## config.mk

```make
export PLATFORM = sky130hd
export DESIGN_NAME = pp_drive_ctrl
export DESIGN_NICKNAME = d
export VERILOG_FILES = /design/src/rtl/pp_drive_ctrl.sv
export SDC_FILE = /design/constraint.sdc
export NUM_CORES = 1
export LEC_CHECK = 0
export CAP_MARGIN = 20
export CORE_MARGIN = 3
export CORE_UTILIZATION = 45
export DETAILED_ROUTE_END_ITERATION = 8
export MAX_ROUTING_LAYER = met4
export PLACE_DENSITY = 0.7
export SYNTH_ARGS = -nofsm -noshare
export SYNTH_HDL_FRONTEND = slang
export SYNTH_SLANG_ARGS = --single-unit
```

## constraint.sdc

```tcl
create_clock -name clk_i -period 1.6 [get_ports clk_i]
set_clock_uncertainty 0.15 [all_clocks]
set_input_delay 0.32 -clock clk_i [delete_from_list [all_inputs] [get_ports clk_i]]
set_output_delay 0.32 -clock clk_i [all_outputs]
set_load 0.01 [all_outputs]
```

## src/rtl/pp_drive_ctrl.sv

```systemverilog
// Break-before-make driver-enable controller for a push-pull/open-drain line buffer.
// Turns a requested level and mode into registered pull-up/pull-down enables with programmable dead time.

module pp_drive_ctrl_chk (
    input logic clk_i,
    input logic rst_ni,
    input logic pu_i,
    input logic pd_i,
    input logic busy_i
);

    // Both enables together would short the supply; this must never be seen, reset included.
    a_no_shoot_through: assert property (@(posedge clk_i) !(pu_i && pd_i));

    a_dead_released: assert property (@(posedge clk_i) disable iff (!rst_ni)
        busy_i |-> (!pu_i && !pd_i));

endmodule

module pp_drive_ctrl #(
    parameter int DeadCntWidth = 4
) (
    input  logic                    clk_i,
    input  logic                    rst_ni,
    input  logic                    drive_en_i,
    input  logic                    od_mode_i,
    input  logic                    data_i,
    input  logic [DeadCntWidth-1:0] t_dead_i,
    output logic                    pull_up_en_o,
    output logic                    pull_down_en_o,
    output logic                    busy_o,
    output logic                    state_chg_o
);

    typedef enum logic [1:0] {
        ST_OFF  = 2'b00,
        ST_HIGH = 2'b01,
        ST_LOW  = 2'b10,
        ST_DEAD = 2'b11
    } state_e;

    state_e                  state_q;
    state_e                  state_d;
    state_e                  target_s;
    logic [DeadCntWidth-1:0] cnt_q;
    logic [DeadCntWidth-1:0] cnt_d;
    logic [1:0]              drv_d;
    logic                    pu_q;
    logic                    pd_q;
    logic                    busy_q;
    logic                    chg_q;

    // Returns {pull_up, pull_down}; only the two driven states ever enable a transistor.
    function automatic logic [1:0] drive_decode(input state_e st);
        logic [1:0] res;
        case (st)
            ST_OFF:  res = 2'b00;
            ST_HIGH: res = 2'b10;
            ST_LOW:  res = 2'b01;
            ST_DEAD: res = 2'b00;
            default: res = 2'b00;
        endcase
        return res;
    endfunction

    // Target level from the current request; open-drain produces a high by releasing.
    always_comb begin
        target_s = ST_OFF;
        if (!drive_en_i) begin
            target_s = ST_OFF;
        end else if (!data_i) begin
            target_s = ST_LOW;
        end else if (od_mode_i) begin
            target_s = ST_OFF;
        end else begin
            target_s = ST_HIGH;
        end
    end

    // Next-state and dead-time counter logic.
    always_comb begin
        state_d = state_q;
        cnt_d   = cnt_q;
        case (state_q)
            ST_OFF: begin
                state_d = target_s;
                cnt_d   = '0;
            end
            ST_HIGH: begin
                if (target_s == ST_LOW) begin
                    state_d = ST_DEAD;
                    cnt_d   = t_dead_i;
                end else if (target_s == ST_OFF) begin
                    state_d = ST_OFF;
                end else begin
                    state_d = ST_HIGH;
                end
            end
            ST_LOW: begin
                if (target_s == ST_HIGH) begin
                    state_d = ST_DEAD;
                    cnt_d   = t_dead_i;
                end else if (target_s == ST_OFF) begin
                    state_d = ST_OFF;
                end else begin
                    state_d = ST_LOW;
                end
            end
            ST_DEAD: begin
                // Exit level is re-evaluated on the final cycle, so a mid-dead toggle just changes where we land.
                if (target_s == ST_OFF) begin
                    state_d = ST_OFF;
                    cnt_d   = '0;
                end else if (cnt_q != '0) begin
                    state_d = ST_DEAD;
                    cnt_d   = cnt_q - DeadCntWidth'(1);
                end else begin
                    state_d = target_s;
                end
            end
            default: begin
                state_d = ST_OFF;
                cnt_d   = '0;
            end
        endcase
    end

    assign drv_d = drive_decode(state_d);

    // State, counter and outputs all update on the same edge so enables track the state register exactly.
    always_ff @(posedge clk_i or negedge rst_ni) begin
        if (!rst_ni) begin
            state_q <= ST_OFF;
            cnt_q   <= '0;
            pu_q    <= 1'b0;
            pd_q    <= 1'b0;
            busy_q  <= 1'b0;
            chg_q   <= 1'b0;
        end else begin
            state_q <= state_d;
            cnt_q   <= cnt_d;
            pu_q    <= drv_d[1];
            pd_q    <= drv_d[0];
            busy_q  <= (state_d == ST_DEAD);
            chg_q   <= (state_d != state_q);
        end
    end

    assign pull_up_en_o   = pu_q;
    assign pull_down_en_o = pd_q;
    assign busy_o         = busy_q;
    assign state_chg_o    = chg_q;

    pp_drive_ctrl_chk u_chk (
        .clk_i  (clk_i),
        .rst_ni (rst_ni),
        .pu_i   (pu_q),
        .pd_i   (pd_q),
        .busy_i (busy_q)
    );

endmodule

```

==> impl_metrics.py <==
metrics = {
    "critical_path": {
        "crit_fanout": 5,
        "critPathArrivalTime_ns": 1.79,
        "critPathRequiredTime_ns": 1.59,
        "startpoint_type": "flop",
        "cp-end-kind": "flop",
        "crit_type": "flop to flop",
    },
    "synthesis": {
        "syn_nets": 89,
        "synth_edf_count": 0,
        "ys.flop_type": "dfrtp_1",
        "syn_area_um2": 725.7,
        "yosys_warnings": 0,
        "async_reset_ff_frac": 1.000,
        "avgSynthCellArea_um2": 9.807,
        "syn_inst": 74,
        "ys_ff_latch": 10,
        "ys_types": 36,
        "yosysSeqAreaShare": 0.3448,
    },
    "clocking": {
        "clk_pin_slew_ns": 0.06,
        "numCtsBuffers": 3,
        "cts_root_buffer": "clkbuf_4",
        "tritoncts": "done",
        "cts_buffer_depth": 2,
        "cts_hold_buf": 0,
        "cts_sinks": 10,
        "clk_latency_ns": 0.26,
        "cts_htree_levels": 1,
    },
    "layout": {
        "diodes": 0,
        "layout-area-overhead-vs-synth_pct": 48.28,
        "utilization": 0.7692,
        "final_nets": 121,
        "drive_above_1_share": 0.4381,
    },
    "global_routing": {
        "grt_pass1_wl_um": 2732,
        "grt_max_degree": 11,
        "antenna_found_initial": 0,
        "grtUsageTotal": 0.1918,
        "grt_pass1_vias": 632,
        "grt_overflow": 0,
    },
    "placed_design": {
        "dp_hpwl_um": 1270,
        "portBuffers": 12,
        "gp_congestion": 0.8004,
    },
    "pwr": {
        "total_power_mw": 0.9069,
        "p_leak_nw": 0.5090,
        "ir_drop_v": 0.0007323,
        "power.density_nw_per_um2": 842.8,
    },
    "sta": {
        "setup_viol_count_final": 10,
        "layout_min_cycle_time_ns": 1.795,
        "tightest_slew_ns": 0.4225,
        "drv_slew": 0,
        "worst_slack_ns": -0.1947,
        "fmax_mhz": 557.2,
        "rsz0062_at_grt": "yes",
        "hold_viol_final": 0,
        "fin_crit_sh": 1.122,
        "max_slew_margin": 0.7175,
        "tns_ns": -1.122,
    },
    "route": {
        "vias_per_cell": 5.333,
        "drc": 0,
        "routed_wl_um": 1650,
        "drtIter0Drc": 9,
        "first_pass_iters": 4,
        "postRouteAntennaNets": 0,
        "num_vias": 640,
        "wl_per_cell_um": 13.75,
    },
    "run_status": {
        "violations": "setup timing",
        "status": "finished with violations",
    },
    "floorplanning": {
        "core_area_um2": 1399,
        "start_util": 0.5188,
        "num_rows": 13,
        "fp.dieH_um": 46.16,
        "ios": 13,
        "dieWidth_um": 46.16,
        "fp.dieArea_um2": 2130,
    },
    "run": {
        "cap_violations": 0,
    },
    "hold_path": {
        "min-delay-path-class": "input pin to asynchronous set/reset pin",
    },
}
[cell families (layout without fill, tap and decap cells)]
kind of cell | count (synthesis) | after routing | share of synthesized area
AND/OR/NAND/NOR | 27 | 27 | 0.2259
AO/OA/AOI/OAI | 19 | 19 | 0.2310
flip-flops | 10 | 10 | 0.3448
buffers and inverters | 10 | 41 | 0.06208
adder cells (fa/ha/maj) | 6 | 6 | 0.1034
XOR/XNOR | 1 | 1 | 0.01207
multiplexers | 1 | 1 | 0.02068
[cell usage in the layout (no fill, tap or decap), types with 2 or more instances in the layout]
cell	count
ha_4	3
nor2_2	2
nand4b_1	2
nor2_1	4
nand3_1	2
clkdlybuf4s50_1	8
ha_1	3
o21ai_0	2
a32o_1	2
and2_4	2
inv_2	4
a22o_1	2
dlymetal6s2s_1	3
clkbuf_4	3
inv_4	2
buf_4	16
nand2_1	6
a21oi_1	2
inv_1	3
dfrtp_2	2
dfrtp_1	8
[path summary, 6_finish.rpt]
check / from / endpoint / slack, ns / cells past startpoint
max in group asynchronous: rst_ni / state_q[0] / 0.78 / 1
max: state_q[1] / cnt_q[2] / -0.19 / 7
min: rst_ni / busy_o / 0.21 / 1
min in group clk_i: cnt_q[3] / cnt_q[3] / 0.48 / 1
max reg2reg: state_q[1] / cnt_q[2] / -0.19 / 7
min reg2reg: cnt_q[3] / cnt_q[3] / 0.48 / 1
[registers in the layout, summed over array words and instances, names as in the netlist]
signal          flops
pull_up_en_o        1
busy_o              1
state_q             2
cnt_q               4
state_chg_o         1
pull_down_en_o      1
[cell type report]
cell class	instances	area, um^2
Multi-Input combinational cell	54	483.0
Fill cell	107	322.8
Sequential cell	10	252.7
Timing Repair Buffer	28	246.5
Inverter	9	38.79
Clock buffer	4	36.28
Tap cell	15	18.77
[report_power, final]
part / switching (mW) / internal (mW)
logic: 0.168 / 0.211
clock network: 0.0827 / 0.138
registers: 0.0255 / 0.282
[worst max-delay path: stages (launching register included)]
cell and delay [ns]:
dfrtp_2 0.43, inv_4 0.06, ha_4 0.17, nor3b_2 0.18, o21ai_2 0.11, buf_4 0.15
a22o_1 0.22, a22o_1 0.19
[stage by stage]
step | std cells | cell area [um^2] | hold WS [ns] | worst slack (ns)
4_1_cts | 118 | 1045 | 0.2139 | -0.1805
5_1_grt | 120 | 1076 | 0.2161 | -0.2580
6_report | 120 | 1076 | 0.2065 | -0.1947
2_1_floorplan | 74 | 763.2 | -0.1256 | -0.09614
3_3_place_gp | 110 | 965.9 | 0.4365 | -0.3642
3_5_place_dp | 110 | 965.9 | 0.4363 | -0.3978
[layer usage]
metal / GRT usage / up-vias / wire length (um)
li1: - / 327 / -
met1: 0.2005 / 300 / 687
met2: 0.3352 / 11 / 874
met3: 0.07031 / 2 / 78
met4: 0.05114 / 0 / 10
met5: - / - / 0
[synth_stat cells (all sizes together), types with 2 or more instances]
| master | number | share of area |
|---|---|---|
| nor2 | 6 | 0.038 |
| a22o | 2 | 0.024 |
| nand3 | 2 | 0.014 |
| nand4b | 2 | 0.024 |
| nor3b | 2 | 0.034 |
| nand2 | 7 | 0.040 |
| o21ai | 3 | 0.026 |
| inv | 9 | 0.047 |
| ha | 6 | 0.10 |
| and2 | 3 | 0.033 |
| a32o | 2 | 0.028 |
| a21oi | 3 | 0.026 |
| dfrtp | 10 | 0.34 |
[what timing repair did]
| action | 4_1_cts | 5_1_grt |
|---|---|---|
| endpoints found under the setup margin | 11 | 13 |
| buffers inserted | 5 | 2 |
| resized for setup | 4 | 7 |
| pin swaps | 8 | 0 |
| endpoints found under the hold margin | 0 | 0 |
(Power assumes the default switching activity.)
